## src/rtl/mem_fill_engine_if.sv

```systemverilog
// Start/config handshake and RAM write port of the memory fill engine.
// master drives requests, slave is the engine itself.
interface mem_fill_engine_if #(
    parameter int ADDR_W = 8,
    parameter int DATA_W = 8
);
    logic              en;
    logic              rdy;
    logic [1:0]        mode;
    logic [ADDR_W-1:0] base_addr;
    logic [ADDR_W:0]   count;
    logic [DATA_W-1:0] fill_val;
    logic [ADDR_W-1:0] addr;
    logic [DATA_W-1:0] wrdata;
    logic              wren;
    logic              done;

    modport master (
        output en, mode, base_addr, count, fill_val,
        input  rdy, addr, wrdata, wren, done
    );

    modport slave (
        input  en, mode, base_addr, count, fill_val,
        output rdy, addr, wrdata, wren, done
    );
endinterface

```

## src/rtl/mem_fill_engine.sv

```systemverilog
// Streams one RAM write per cycle over a wrapping base/count window,
// with identity, constant, reverse and ramp data patterns.
module mem_fill_engine #(
    parameter int ADDR_W = 8,
    parameter int DATA_W = 8
) (
    input  logic clk,
    input  logic rst,
    mem_fill_engine_if.slave bus
);
    typedef enum logic [1:0] {IDLE, FILL, DONE} state_t;

    localparam logic [ADDR_W:0] DEPTH = {1'b1, {ADDR_W{1'b0}}};
    localparam logic [ADDR_W:0] ONE   = {{ADDR_W{1'b0}}, 1'b1};
    localparam logic [ADDR_W:0] ZERO  = '0;

    state_t            state;
    state_t            state_nx;
    logic [1:0]        mode_q;
    logic [ADDR_W-1:0] base_q;
    logic [ADDR_W:0]   cnt_q;
    logic [ADDR_W:0]   i_q;
    logic [DATA_W-1:0] fill_q;

    logic [ADDR_W:0]   cnt_clamp;
    logic              accept;
    logic              last;
    logic              rdy;
    logic              wren;
    logic              done;
    logic [ADDR_W-1:0] addr;
    logic [ADDR_W-1:0] addr_rev;
    logic [DATA_W-1:0] wrdata;

    // count is one bit wider than the address, so only the MSB can exceed depth
    assign cnt_clamp = bus.count[ADDR_W] ? DEPTH : bus.count;
    assign accept    = (state == IDLE) && bus.en;
    assign last      = ((i_q + ONE) == cnt_q);
    assign addr      = base_q + i_q[ADDR_W-1:0];
    assign addr_rev  = ~addr;

    always_ff @(posedge clk) begin
        if (rst) begin
            state <= IDLE;
        end else begin
            state <= state_nx;
        end
    end

    always_ff @(posedge clk) begin
        if (rst) begin
            mode_q <= '0;
            base_q <= '0;
            cnt_q  <= '0;
            i_q    <= '0;
            fill_q <= '0;
        end else if (accept) begin
            mode_q <= bus.mode;
            base_q <= bus.base_addr;
            cnt_q  <= cnt_clamp;
            i_q    <= '0;
            fill_q <= bus.fill_val;
        end else if (state == FILL) begin
            i_q <= i_q + ONE;
        end
    end

    always_comb begin
        state_nx = state;
        rdy      = 1'b0;
        wren     = 1'b0;
        done     = 1'b0;
        unique case (state)
            IDLE: begin
                rdy = 1'b1;
                if (bus.en) begin
                    state_nx = (cnt_clamp == ZERO) ? DONE : FILL;
                end
            end
            FILL: begin
                wren = 1'b1;
                if (last) begin
                    state_nx = DONE;
                end
            end
            DONE: begin
                done     = 1'b1;
                state_nx = IDLE;
            end
            default: state_nx = IDLE;
        endcase
    end

    always_comb begin
        wrdata = '0;
        unique case (mode_q)
            2'd0: wrdata = DATA_W'(addr);
            2'd1: wrdata = fill_q;
            2'd2: wrdata = DATA_W'(addr_rev);
            2'd3: wrdata = fill_q + DATA_W'(i_q);
            default: wrdata = '0;
        endcase
    end

    assign bus.rdy    = rdy;
    assign bus.wren   = wren;
    assign bus.done   = done;
    assign bus.addr   = addr;
    assign bus.wrdata = wrdata;
endmodule

```

## src/flat_wrapper.sv

```systemverilog
// flat-port wrapper written by rule: the top's interface ports become plain ports
module mem_fill_engine_flat 
#(
    parameter int ADDR_W = 8,
    parameter int DATA_W = 8
)
  (clk, rst, bus_en, bus_mode, bus_base_addr, bus_count, bus_fill_val, bus_rdy, bus_addr, bus_wrdata, bus_wren, bus_done);
  mem_fill_engine_if #(.ADDR_W(ADDR_W), .DATA_W(DATA_W)) bus_i ();
  input  logic clk;
  input  logic rst;
  input wire logic [$bits(bus_i.en)-1:0] bus_en;
  input wire logic [$bits(bus_i.mode)-1:0] bus_mode;
  input wire logic [$bits(bus_i.base_addr)-1:0] bus_base_addr;
  input wire logic [$bits(bus_i.count)-1:0] bus_count;
  input wire logic [$bits(bus_i.fill_val)-1:0] bus_fill_val;
  output wire logic [$bits(bus_i.rdy)-1:0] bus_rdy;
  output wire logic [$bits(bus_i.addr)-1:0] bus_addr;
  output wire logic [$bits(bus_i.wrdata)-1:0] bus_wrdata;
  output wire logic [$bits(bus_i.wren)-1:0] bus_wren;
  output wire logic [$bits(bus_i.done)-1:0] bus_done;
  assign bus_i.en = bus_en;
  assign bus_i.mode = bus_mode;
  assign bus_i.base_addr = bus_base_addr;
  assign bus_i.count = bus_count;
  assign bus_i.fill_val = bus_fill_val;
  assign bus_rdy = bus_i.rdy;
  assign bus_addr = bus_i.addr;
  assign bus_wrdata = bus_i.wrdata;
  assign bus_wren = bus_i.wren;
  assign bus_done = bus_i.done;
  mem_fill_engine #(.ADDR_W(ADDR_W), .DATA_W(DATA_W)) u_core (.clk(clk), .rst(rst), .bus(bus_i));
endmodule
```

## config.mk

```make
export PLATFORM = sky130hd
export DESIGN_NAME = mem_fill_engine_flat
export DESIGN_NICKNAME = d
export VERILOG_FILES = /design/src/rtl/mem_fill_engine_if.sv /design/src/rtl/mem_fill_engine.sv /design/src/flat_wrapper.sv
export SDC_FILE = /design/constraint.sdc
export NUM_CORES = 1
export LEC_CHECK = 0
export CORE_MARGIN = 3
export CORE_UTILIZATION = 53
export DETAILED_ROUTE_END_ITERATION = 6
export PLACE_DENSITY = 0.86
export SLEW_MARGIN = 40
export SYNTH_ARGS = -nofsm -noshare
export SYNTH_HDL_FRONTEND = slang
export SYNTH_SLANG_ARGS = --single-unit
```

## constraint.sdc

```tcl
create_clock -name clk -period 3.3 [get_ports clk]
set_clock_uncertainty 0.2 [all_clocks]
set_input_delay 0.66 -clock clk [delete_from_list [all_inputs] [get_ports clk]]
set_output_delay 0.66 -clock clk [all_outputs]
set_load 0.01 [all_outputs]
```

**Yosys cells after proc, flatten, opt, wreduce, memory -nomap -nowiden**

Cells that the tools add are included.
Widths: inputs -> output; s select.

- Register bits: 38
- Bits of input ports: 30
- Output and inout bits: 19
- Logic and storage cells: 33

- Bitwise gates (word level): 1
- Add/subtract/negate cells: 3
- Mux-type cells: 9
- Reductions and logical operators: 6
- Equal/unequal tests: 8

Operators with widths:

| kind | count |
|---|---|
| $pmux 8 s4 | 1 |
| $add 8x8->8 | 2 |
| $add 9x1->9 const B | 1 |
| $eq 9x9->1 | 1 |
| $logic_not 9->1 | 1 |
| $mux 9 | 1 |
| $not 8->8 | 1 |
| $eq 2x2->1 const B | 3 |
| $mux 2 | 3 |
| $eq 2x1->1 const B | 2 |
| $logic_not 2->1 | 2 |
| $pmux 2 s2 | 1 |
| $mux 1 | 3 |
| $ne 2x1->1 const B | 1 |
| $ne 2x2->1 const B | 1 |
| $reduce_and 2->1 | 1 |
| $reduce_or 2->1 | 1 |
| $logic_and 1x1->1 | 1 |

**Depth between registers and ports, before layout**

- Depth after elaboration: 5
- Gate-level depth with buffers: 9
- Mapped depth without buffers: 9

**Worst setup path after synthesis**

Ideal clock, no wire load.

- Path kind: reg2out
- Start: register u_core.i_q[0]
- End: output port bus_wrdata[6]
- Arrival: 1.987 ns
- Required time: 2.440 ns
- Path slack: 0.453 ns
- Buffers on the path: 0
- Stages on the path, launching flop included: 10
- Cells stage by stage: dfxtp_1 > ha_1 > inv_1 > fa_1 > nor2b_1 > o21a_1 > o21a_1 > o211ai_2 > xnor2_1 > mux2i_1

- Word-level cells in the longest chain between the ends: 3
- Elaborated cells between the ends (all ways): 4
- Those cells by class: 2 x add/sub; 1 x mux; 1 x bitwise

RTL lines:

| what | line | text |
|---|---|---|
| from (decl) | mem_fill_engine.sv:22 | `logic [ADDR_W:0] i_q;` |
| from (signal assigned) | mem_fill_engine.sv:64 | `i_q <= i_q + ONE;` |
| $add 8x8->8 (*) | mem_fill_engine.sv:39 | `assign addr = base_q + i_q[ADDR_W-1:0];` |
| named net bus_addr[6] | flat_wrapper.sv:17 | `output wire logic [$bits(bus_i.addr)-1:0] bus_addr;` |
| $not 8->8 | mem_fill_engine.sv:40 | `assign addr_rev = ~addr;` |
| $pmux 8 s4 (*) | mem_fill_engine.sv:96 | `unique case (mode_q)` |
| to (decl) | flat_wrapper.sv:18 | `output wire logic [$bits(bus_i.wrdata)-1:0] bus_wrdata;` |

Mark *: on every way through the listed nets, which the timed path passes. The rest lies on a longest branch.

**Worst setup path after layout**

- Start: register u_core.fill_q[0]
- End: output port bus_wrdata[6]

- Word-level cells in the longest chain between the ends: 2

RTL lines:

| what | line | text |
|---|---|---|
| from (decl) | mem_fill_engine.sv:23 | `logic [DATA_W-1:0] fill_q;` |
| from (signal assigned) | mem_fill_engine.sv:62 | `fill_q <= bus.fill_val;` |
| $add 8x8->8 | mem_fill_engine.sv:100 | `2'd3: wrdata = fill_q + DATA_W'(i_q);` |
| $pmux 8 s4 | mem_fill_engine.sv:96 |  |

Every way passes these cells.

==> results.sh <==
export IMPL_areaGrowthSynthToFinish_pct=25.34
export IMPL_clk_path_buf_depth=2
export IMPL_ys_flop_type="dfxtp_1"
export IMPL_synth_top_cell_area_share_pct=29.23
export IMPL_first_pass_iters=4
export IMPL_drt_iter0_drc=151
export IMPL_antenna_found_initial=0
export IMPL_synth_nets=363
export IMPL_yosysSeqAreaShare_pct=29.23
export IMPL_outcome="finished, final reports clean"
export IMPL_ios=49
export IMPL_htreeDepth=2
export IMPL_gp_congestion=0.9091
export IMPL_clock_latency_ns=0.29
export IMPL_die_area_um2=5787
export IMPL_drv_cap=0
export IMPL_synth_edf_count=0
export IMPL_cts_root_buf="clkbuf_8"
export IMPL_worst_path_max_fanout=3
export IMPL_fmax_mhz=312.5
export IMPL_via_count=2397
export IMPL_wl_per_cell_um=14.91
export IMPL_dieHeight_um=76.08
export IMPL_finalCritPeriodShare_pct=96.96
export IMPL_worstSetupPathType="flop to output port"
export IMPL_ys_warn_count=0
export IMPL_portBuffers=48
export IMPL_synth_area_um2=2602
export IMPL_slowest_stage="fa_1"
export IMPL_grt_pass1_wl_mm=10.43
export IMPL_place_hpwl_mm=4.836
export IMPL_power_leakage_nw=1.367
export IMPL_routed_via_density=5.549
export IMPL_core_um2=4534
export IMPL_first_global_vias=2341
export IMPL_path_buf_inv=1
export IMPL_floorplan_initialDensity_pct=57.40
export IMPL_ant_nets=0
export IMPL_fin_nets=415
export IMPL_ys_types=47
export IMPL_drt_wl_total_mm=6.440
export IMPL_crit_path_end_kind="output port"
export IMPL_startpoint_type="flop"
export IMPL_grt_max_degree=30
export IMPL_async_reset_ff_share_pct=0
export IMPL_synthTopCellsByCount="nand2_1 (58), a21oi_1 (42), dfxtp_1 (38), xnor2_1 (22), nor2_1 (20)"
export IMPL_path_common_cell="mux2i_1"
export IMPL_synthTopCellsByArea="dfxtp_1 (29%), nand2_1 (8.4%), a21oi_1 (8.1%)"
export IMPL_cp_arrival_ns=2.34
export IMPL_drive_gt1_share_pct=11.99
export IMPL_cpPeakStageDelay_ns=0.42
export IMPL_worst_slew_pin_slew_ns=0.4915
export IMPL_num_antenna_cells=0
export IMPL_final_seq_area_um2=768.2
export IMPL_clock_sinks=38
export IMPL_drc=0
export IMPL_maxSlewViolCount=0
export IMPL_synth_top_area_cell="dfxtp_1"
export IMPL_design_area_um2=3262
export IMPL_slew_headroom_pct=67.19
export IMPL_cts_buffers=5
export IMPL_finalSetupViolCount=0
export IMPL_track_usage_pct=21.60
export IMPL_tns_ns=0
export IMPL_power_density_nw_per_um2=342.4
export IMPL_path_delay_family="adder cells"
export IMPL_gr_total_overflow=0
export IMPL_syn_inst=316
export IMPL_fin_total_pwr_mw=1.117
export IMPL_ys_ff_latch=38
export IMPL_required_ns=2.44
export IMPL_syn_mean_instance_area_um2=8.236
export IMPL_cts_tree="built"
export IMPL_period_needed_ns=3.200
export IMPL_worst_ir_drop_vdd_mv=0.3264
export IMPL_synth_most_common_cell="nand2_1"
export IMPL_dpl_cell_area_um2=3129
export IMPL_path_cells="ha_1 -> fa_1 -> a21o_1 -> a21oi_2 -> o21ai_0 -> xor2_1 -> mux2i_1 -> mux2i_1 -> clkbuf_2"
export IMPL_rsz0062_at_grt="true"
export IMPL_clk_pin_slew_worst_paths_ns=0.07
export IMPL_hp_class="flop to flop"
export IMPL_finalHoldViolations=0
export IMPL_die_x_um=76.08
export IMPL_nFillCells=349
export IMPL_rows=24
export IMPL_fin_util_pct=71.94
export IMPL_multi_input_area_um2=1724
-- metrics by stage --
stage,std cells,hold WS (ns),setup slack (ns)
after floorplan,316,0.2400,0.4529
after global routing,432,0.2860,-0.05066
after detailed placement,425,0.2604,-0.006426
final,432,0.2674,0.1003
after CTS,431,0.2681,0.006907
after global placement,425,0.2531,0.06608
-- cell usage in the layout (no fill, tap or decap), drive strengths merged, types with 3 or more instances in the layout --
master	count
nand2	58
a21oi	42
clkdlybuf4s50	39
dfxtp	38
xnor2	22
nor2	20
buf	15
ha	15
xor2	14
mux2i	9
nand3b	8
clkbuf	8
nor2b	7
nand3	7
inv	5
o21ai	5
and3	4
nand4	4
or3	3
o21bai	3
nand2b	3
dlymetal6s2s	3
dlygate4sd2	3
o211ai	3
-- repair_timing --
action	4_1_cts	5_1_grt
pin swaps	2	3
endpoints found under the hold margin	0	0
resized for setup	14	13
hold buffers	0	0
setup endpoints to repair	7	6
setup buffers	0	1
-- layout make-up --
class | count | area share (%)
Multi-Input combinational cell | 255 | 52.86
Sequential cell | 38 | 23.55
Timing Repair Buffer | 63 | 17.99
Clock buffer | 6 | 2.532
Tap cell | 65 | 2.493
Inverter | 5 | 0.5754
-- routing by layer --
metal  vias to the layer above  share of wire (%)  track usage, %
li1                       1189                  -               -
met1                      1121                 42           24.85
met2                        78                 52           41.40
met3                         9                4.3           3.310
met4                         0                1.5           5.435
met5                         -                  0               0
-- kinds of logic (layout without fill, tap and decap cells) --
kind of cell / after synthesis / in the layout / synth area share, %
AND/OR/NAND/NOR: 124 / 124 / 22.88
AO/OA/AOI/OAI: 66 / 66 / 15.19
XOR/XNOR: 38 / 38 / 13.94
flip-flops: 38 / 38 / 29.23
buffers and inverters: 23 / 74 / 6.106
adder cells (fa/ha/maj): 17 / 17 / 8.750
multiplexers: 10 / 10 / 3.894
-- flip-flops by register name (all words and copies together), names as in the netlist --
register and flops:
u_core.fill_q 8, u_core.cnt_q 9, u_core.state 2, u_core.mode_q 2, u_core.base_q 8, u_core.i_q 9
-- final timing paths --
kind / end / depth (start not counted) / from / slack [ns]
setup reg to reg: u_core.state[1] / 8 / u_core.i_q[1] / 1.05
hold reg to reg: u_core.cnt_q[0] / 2 / u_core.cnt_q[0] / 0.27
setup / recovery: bus_wrdata[6] / 9 / u_core.fill_q[0] / 0.10
hold / removal: u_core.cnt_q[0] / 2 / u_core.cnt_q[0] / 0.27
-- where the power goes --
part | leakage (nW) | total, mW | switching, mW | internal (mW)
clock | 0.0431 | 0.315 | 0.154 | 0.161
sequential | 0.313 | 0.506 | 0.0230 | 0.483
combinational | 1.01 | 0.296 | 0.145 | 0.151
-- worst register-to-register path, delay by kind of cell (launching register included) --
kind / cells / cell delay, ns
compound gates: 3 / 0.57
simple gates: 2 / 0.25
flops: 1 / 0.39
buf+inv: 1 / 0.16
fa+ha+maj: 1 / 0.32
xor+xnor: 1 / 0.29
Power figures use the tool's default switching activity.
